--- src/rtl/lcd_bus_arbiter.sv ---
// Round-robin two-requester arbiter and E-strobe sequencer for an HD44780 bus.
// Define LCD_ARB_INIT_EN to add the power-up wait and built-in init sequence.
module lcd_bus_arbiter #(
  parameter int T_SETUP     = 2,
  parameter int T_PW        = 4,
  parameter int T_HOLD      = 2,
  parameter int T_EXEC      = 8,
  parameter int T_EXEC_LONG = 32,
  parameter int T_POWERUP   = 16,
  parameter int CNT_W       = 20
) (
  input  logic       clk,
  input  logic       rst,
  input  logic [1:0] req,
  input  logic       req_rs0,
  input  logic       req_rs1,
  input  logic [7:0] req_data0,
  input  logic [7:0] req_data1,
  output logic [1:0] ack,
  output logic       busy,
  output logic       lcd_e,
  output logic       lcd_rs,
  output logic       lcd_rw,
  output logic [7:0] lcd_data
);

  typedef enum logic [2:0] {
    IDLE    = 3'd0,
    SETUP   = 3'd1,
    PULSE   = 3'd2,
    HOLD    = 3'd3,
    EXEC    = 3'd4
`ifdef LCD_ARB_INIT_EN
    ,
    POWERUP = 3'd5,
    INIT    = 3'd6
`endif
  } state_t;

`ifdef LCD_ARB_INIT_EN
  localparam bit     INIT_EN   = 1'b1;
  localparam state_t RST_STATE = POWERUP;
`else
  localparam bit     INIT_EN   = 1'b0;
  localparam state_t RST_STATE = IDLE;
`endif

  localparam logic [CNT_W-1:0] RST_CNT =
    INIT_EN ? CNT_W'(T_POWERUP - 1) : '0;

  state_t           state;
  logic [CNT_W-1:0] cnt;
  logic             last;
  logic             gnt;
  logic             cnt_done;
  logic             long_cmd;

  assign busy     = (state != IDLE);
  assign cnt_done = (cnt == '0);

  // Clear (0x01) and home (0x02/0x03) need the long execution wait.
  assign long_cmd = !lcd_rs &&
    (lcd_data == 8'h01 ||
     lcd_data == 8'h02 ||
     lcd_data == 8'h03);

  always_comb begin
    gnt = 1'b0;
    unique case (1'b1)
      (req == 2'b11): gnt = ~last;
      (req == 2'b10): gnt = 1'b1;
      default:        gnt = 1'b0;
    endcase
  end

`ifdef LCD_ARB_INIT_EN
  logic [1:0] init_idx;
  logic       init_run;
  logic [7:0] init_byte;

  always_comb begin
    init_byte = 8'h01;
    unique case (init_idx)
      2'd0:    init_byte = 8'h3C;
      2'd1:    init_byte = 8'h0C;
      2'd2:    init_byte = 8'h06;
      default: init_byte = 8'h01;
    endcase
  end
`endif

  always_ff @(posedge clk or negedge rst) begin
    if (!rst) begin
      state    <= RST_STATE;
      cnt      <= RST_CNT;
      last     <= 1'b1;
      ack      <= 2'b00;
      lcd_e    <= 1'b0;
      lcd_rs   <= 1'b0;
      lcd_rw   <= 1'b0;
      lcd_data <= 8'h00;
`ifdef LCD_ARB_INIT_EN
      init_idx <= 2'd0;
      init_run <= 1'b1;
`endif
    end else begin
      ack <= 2'b00;
      unique case (state)
        IDLE: begin
          if (|req) begin
            lcd_rs   <= gnt ? req_rs1 : req_rs0;
            lcd_data <= gnt ? req_data1 : req_data0;
            ack      <= gnt ? 2'b10 : 2'b01;
            last     <= gnt;
            cnt      <= CNT_W'(T_SETUP - 1);
            state    <= SETUP;
          end
        end
        SETUP: begin
          if (cnt_done) begin
            lcd_e <= 1'b1;
            cnt   <= CNT_W'(T_PW - 1);
            state <= PULSE;
          end else begin
            cnt <= cnt - CNT_W'(1);
          end
        end
        PULSE: begin
          if (cnt_done) begin
            lcd_e <= 1'b0;
            cnt   <= CNT_W'(T_HOLD - 1);
            state <= HOLD;
          end else begin
            cnt <= cnt - CNT_W'(1);
          end
        end
        HOLD: begin
          if (cnt_done) begin
            cnt   <= long_cmd ? CNT_W'(T_EXEC_LONG - 1)
                              : CNT_W'(T_EXEC - 1);
            state <= EXEC;
          end else begin
            cnt <= cnt - CNT_W'(1);
          end
        end
        EXEC: begin
          if (cnt_done) begin
`ifdef LCD_ARB_INIT_EN
            if (init_run) begin
              if (init_idx == 2'd3) begin
                init_run <= 1'b0;
                state    <= IDLE;
              end else begin
                init_idx <= init_idx + 2'd1;
                state    <= INIT;
              end
            end else begin
              state <= IDLE;
            end
`else
            state <= IDLE;
`endif
          end else begin
            cnt <= cnt - CNT_W'(1);
          end
        end
`ifdef LCD_ARB_INIT_EN
        POWERUP: begin
          if (cnt_done) begin
            state <= INIT;
          end else begin
            cnt <= cnt - CNT_W'(1);
          end
        end
        INIT: begin
          lcd_rs   <= 1'b0;
          lcd_data <= init_byte;
          cnt      <= CNT_W'(T_SETUP - 1);
          state    <= SETUP;
        end
`endif
        default: state <= IDLE;
      endcase
    end
  end

endmodule

--- config.mk ---
export PLATFORM = sky130hd
export DESIGN_NAME = lcd_bus_arbiter
export DESIGN_NICKNAME = d
export VERILOG_FILES = /design/src/rtl/lcd_bus_arbiter.sv
export SDC_FILE = /design/constraint.sdc
export NUM_CORES = 1
export LEC_CHECK = 0
export ABC_AREA = 1
export CAP_MARGIN = 20
export CORE_ASPECT_RATIO = 1.5
export CORE_MARGIN = 4
export CORE_UTILIZATION = 49
export DETAILED_ROUTE_END_ITERATION = 16
export PLACE_DENSITY_LB_ADDON = 0.05
export SETUP_SLACK_MARGIN = 0.2
export SLEW_MARGIN = 20
export SYNTH_ARGS = -nofsm -noshare
export SYNTH_HDL_FRONTEND = slang
export SYNTH_SLANG_ARGS = --single-unit
--- constraint.sdc ---
create_clock -name clk -period 1.77 [get_ports clk]
set_clock_uncertainty 0.15 [all_clocks]
set_input_delay 0.531 -clock clk [delete_from_list [all_inputs] [get_ports clk]]
set_output_delay 0.531 -clock clk [all_outputs]
set_load 0.005 [all_outputs]
; After elaboration in Yosys (flattened, before gate mapping)
; Cells that the tools add are included.
; Widths: inputs -> output; s select.
[word_totals]
register_bits = 36
input_bits = 22
out_inout_bits = 14
wordCells = 60
[classes]
addsub = 1
eq_ne = 15
bitwise = 1
n_mux = 22
reduce_logical = 14
[ops]
columns = op, n
row1 = $mux 20, 5
row2 = $pmux 20 s5, 1
row3 = $logic_not 20->1, 1
row4 = $sub 20x1->20 const B, 1
row5 = $eq 8x2->1 const B, 2
row6 = $mux 3, 5
row7 = $pmux 3 s5, 1
row8 = $ne 2x2->1 const B, 6
row9 = $eq 8x1->1 const B, 1
row10 = $mux 8, 1
row11 = $eq 3x2->1 const B, 2
row12 = $mux 2, 3
row13 = $reduce_and 3->1, 2
row14 = $mux 5, 1
row15 = $reduce_and 5->1, 1
row16 = $reduce_bool 5->1, 1
row17 = $eq 2x2->1 const B, 2
row18 = $pmux 1 s2, 2
row19 = $eq 3x1->1 const B, 1
row20 = $eq 3x3->1 const B, 1
row21 = $logic_not 3->1, 1
row22 = $mux 1, 3
row23 = $reduce_bool 3->1, 1
row24 = $logic_or 1x1->1, 2
row25 = 6 further kinds, 6

; Logic depth before layout (Yosys ltp)
[depth]
depth_word = 7
mapped_depth = 12
depth_no_buf = 11

; Worst setup path before layout
; Ideal clock, no wire load.
[synth_path]
path_kind = register to register
startpoint = register cnt[0]
endpoint = register cnt[17]
period_less_slack_ps = 1751
setup_time_ps = 69
path_slack_ps = 19
stages_incl_launch_ff = 13
arrival_ps = 1533
required_time_ps = 1551
n_path_buf = 2
cell_sequence = dfrtp_1 inv_1 ha_1 nand2_1 nor2_2 nand3_4 nand2_2 nand2_2 buf_6 buf_6 nand4_1 nand2_1 nor2_2
[synth_via]
elab_chain_cells = 3
word_cells_on_any_way = 9
cone_classes = add/sub: 1 / eq/ne: 1 / mux: 5 / reduce/logical: 2
[synth_rtl]
columns = item, line
row1 = start: declaration, 52  ; logic [CNT_W-1:0] cnt;
row2 = start signal: assignment, 115  ; cnt <= CNT_W'(T_SETUP - 1);
row3 = start signal: assignment, 122  ; cnt <= CNT_W'(T_PW - 1);
row4 = start signal: assignment, 125  ; cnt <= cnt - CNT_W'(1);
row5 = $sub 20x1->20 or $logic_not 20->1 (tied branches), --
row6 = "$mux 20, or another cell as far along", 147  ; if (cnt_done) begin
row7 = $pmux 20 s5 or $reduce_and 3->1 (tied branches), --
; Several ways; a longest one is shown, not always the timed one. The select of a mux whose other input is x is not followed.
; A chain may end at the register's enable or synchronous reset.

; Worst setup path after layout
[layout_path]
startpoint = register cnt[0]
endpoint = register cnt[7]
; The elaborated chain is that of the path after synthesis.

==> flow_summary.yaml <==
setup_path:
  critPathRequiredTime_ns: 1.85
  reg2reg_slack_ns: -0.04
  worst_ep_arrival_time_ns: 1.89
  worstPathMaxFanout: 6
  timing.critical_path.max_delay_family: "simple AND/OR/NAND/NOR gates"
  slowest_delay_ns: 0.39
  worst-setup-path-type: "flip-flop to flip-flop"
  crit_top_cell: "sky130_fd_sc_hd__nand2_4"
  critical_path.n_buffers_inverters: 2
  start_kind: "flip-flop"
  path_cells: "inv_2, ha_4, nand2_4, nor2_4, nand3_4, nand2_4, nand2_8, clkbuf_16, nand4_1, nand2_1, nor2_2"
  crit_path_top_delay_cell: "sky130_fd_sc_hd__dfrtp_1"
  setup.worst_path.end_class: "flip-flop"
drt:
  dr_total_vias: 2671
  avgViaCountPerCell: 5.13
  drc: 0
  detail_route.wirelength_mm: 7.10
  wl_per_cell_um: 13.6
  drtPass1Iterations: 4
  first_iter_violations: 128
  antenna_violating_nets_post_route: 0
timing:
  period_share_pct: 102
  min_period_ns: 1.81
  grt_setup_unrepaired: "yes"
  timing.final.setup_violations: 6
  final_critical_path_setup_slack_ns: -0.0404
  final_hold_viol_count: 0
  finalMaxSlewViolations: 0
  max_clock_freq_mhz: 552
placed_design:
  port-buffer-count: 34
  globalplace.congestion: 0.943
  numPlacedInstances: 487
  dp.final_hpwl_mm: 5.09
die:
  die_area_mm2: 0.00598
  floorplan.initialDensity_pct: 51.2
  ios: 36
  core_region_area_mm2: 0.00458
  die_width_um: 64.5
  dieHeight_um: 92.7
  num_rows: 30
synth:
  synth.yosys.warnings: 1
  synthTopCellsByArea: "sky130_fd_sc_hd__dfrtp_1 (37%), sky130_fd_sc_hd__nand2_1 (17%), sky130_fd_sc_hd__inv_1 (7.4%)"
  syn-cell-area_mm2: 0.00235
  post_synth_most_frequent_cells: "sky130_fd_sc_hd__nand2_1 (107), sky130_fd_sc_hd__inv_1 (46), sky130_fd_sc_hd__nor2_1 (44)"
  yosys.cell_count.top_type: "sky130_fd_sc_hd__nand2_1"
  syn-instance-count: 349
  synth_cell_types: 28
  post_synth_edffs: 0
  postSynthRegisterBits: 36
  synthesis.nets: 373
  ys_seq_area_share_pct: 38.5
  async_flop_share_pct: 100
  synth_top_area_cell: "sky130_fd_sc_hd__dfrtp_1"
  postSynth.topFlopCell: "sky130_fd_sc_hd__dfrtp_1"
  avgSynthCellArea_um2: 6.72
  synth_largest_type_area_fraction_pct: 37.3
power_and_ir_drop:
  seq_power_share_pct: 20.1
  power_report.internal_total_w: 0.00377
  comb_power_share_pct: 69.5
  sw_frac_of_total_pct: 45.7
  p_clk_share_pct: 10.4
  power.leakage_nw: 1.86
  ir_drop_mv: 1.07
  p_per_area_mw_per_mm2: 1940
  net-switching-power_w: 0.00318
cts:
  clk_root_buffer_cell: "sky130_fd_sc_hd__clkbuf_8"
  cts_tree: "done"
  worst_skew_pair.late_latency_ns: 0.30
  cts-buffers-inserted: 5
  htree_levels: 2
  cts.sinks: 36
  clk_transition_reported_paths_ns: 0.07
  clock_tree.buffer_depth: 2
min_path:
  holdCritPathClass: "flip-flop to flip-flop"
global_route:
  grt_ovf: 0
  initial_antenna_violation_count: 0
  grt.total_usage_pct: 24.5
  grt_max_degree: 23
  number_of_global_route_vias_before_repair: 2581
  grt_pass1_wl_mm: 11.5
final_layout:
  final_cell_count_no_fill: 521
  drive_above_1_share_pct: 34.4
  antenna_fix_cells: 0
  final_nets: 480
  finish.utilization_pct: 78.3
  fillers: 354
  flow.area_growth_from_synthesis_pct: 52.9
outcome:
  violated_checks: "setup timing"
  run_status: "finished with violations"
flow_run:
  drv_cap: 0
## through the flow
| stage | cell area, um^2 | worst slack, ns | setup TNS (ns) | hold slack, ns | total power [W] |
|---|---|---|---|---|---|
| global route | 3590 | -0.102 | -1.30 | 0.395 | 0.00756 |
| finish | 3590 | -0.0404 | -0.128 | 0.364 | 0.00695 |
| CTS | 3380 | 0.0292 | 0 | 0.365 | 0.00644 |
| global placement | 3100 | -0.259 | -7.04 | 0.320 | 0.00529 |
| detailed placement | 3100 | -0.321 | -8.67 | 0.317 | 0.00535 |
| floorplan | 2370 | 0.0944 | 0 | 0.0854 | 0.00372 |
## final timing paths
kind,from,to,depth (start not counted)
worst min register to register,last$_DFFE_PN1P_,last$_DFFE_PN1P_,2
min in group asynchronous,rst,cnt[9]$_DFFE_PN0P_,2
max in group asynchronous,rst,last$_DFFE_PN1P_,3
worst max-delay path,cnt[0]$_DFFE_PN0P_,cnt[7]$_DFFE_PN0P_,11
worst max register to register,cnt[0]$_DFFE_PN0P_,cnt[7]$_DFFE_PN0P_,11
worst min-delay path,last$_DFFE_PN1P_,last$_DFFE_PN1P_,2
## routing by layer
metal	routed length, um	GRT usage, %	part of all wire (%)
met1	2770	26.1	39
met2	3920	46.2	55
met3	231	3.76	3.3
met4	180	10.9	2.5
met5	0	0	0
## power groups by stage
stage	combinational [W]	sequential (W)	clock (W)
floorplan	0.00234	0.00138	0
global placement	0.00388	0.00141	0
detailed placement	0.00394	0.00141	0
CTS	0.00432	0.00138	0.000736
global route	0.00534	0.00144	0.000775
finish	0.00483	0.00140	0.000724
## sequential cells by signal, summed over array words and instances, names as in the netlist
name,count
lcd_e,1
cnt,20
lcd_data,8
ack,2
lcd_rs,1
last,1
state,3
## layout make-up
| cell class | instances | area (um^2) | area share (%) |
|---|---|---|---|
| Clock buffer | 6 | 72.6 | 2.02 |
| Clock inverter | 2 | 35.0 | 0.977 |
| Inverter | 47 | 181 | 5.06 |
| Multi-Input combinational cell | 259 | 1430 | 39.8 |
| Sequential cell | 36 | 902 | 25.2 |
| Tap cell | 64 | 80.1 | 2.23 |
| Timing Repair Buffer | 107 | 886 | 24.7 |
## logic make-up after synthesis
kind of cell	Yosys count	synth area share, %
adder cells (fa/ha/maj)	2	1.07
AO/OA/AOI/OAI	27	6.08
flip-flops	36	38.5
XOR/XNOR	3	1.12
AND/OR/NAND/NOR	225	43.3
other	1	0.160
buffers and inverters	55	9.81
## worst register-to-register path: cells and delay by family (launching register included)
family | cells | cell delay [ns]
DFF | 1 | 0.39
adders and majority gates | 1 | 0.17
and+or+nand+nor | 8 | 0.76
buffers and inverters | 2 | 0.28
## placed cells by master, fill, tap and decap left out, types with 8 or more instances in the layout
master                            instances
sky130_fd_sc_hd__buf_2                   11
sky130_fd_sc_hd__nand2_1                 98
sky130_fd_sc_hd__buf_4                   63
sky130_fd_sc_hd__dfrtp_1                 35
sky130_fd_sc_hd__nand4_1                 21
sky130_fd_sc_hd__inv_1                   37
sky130_fd_sc_hd__clkdlybuf4s50_1         18
sky130_fd_sc_hd__nand3_1                 28
sky130_fd_sc_hd__nand2_2                  9
sky130_fd_sc_hd__a21oi_1                 13
sky130_fd_sc_hd__nor2_1                  28
sky130_fd_sc_hd__inv_2                    8
sky130_fd_sc_hd__nor2_2                  18
## timing repair
action	in CTS	in global routing
setup buffers	15	7
gates cloned	0	3
hold buffers	1	0
gates resized for setup	78	45
setup endpoints to repair	48	37
endpoints found under the hold margin	1	0
pin swaps	5	12
Note: power is estimated with default switching activity, not from simulation.
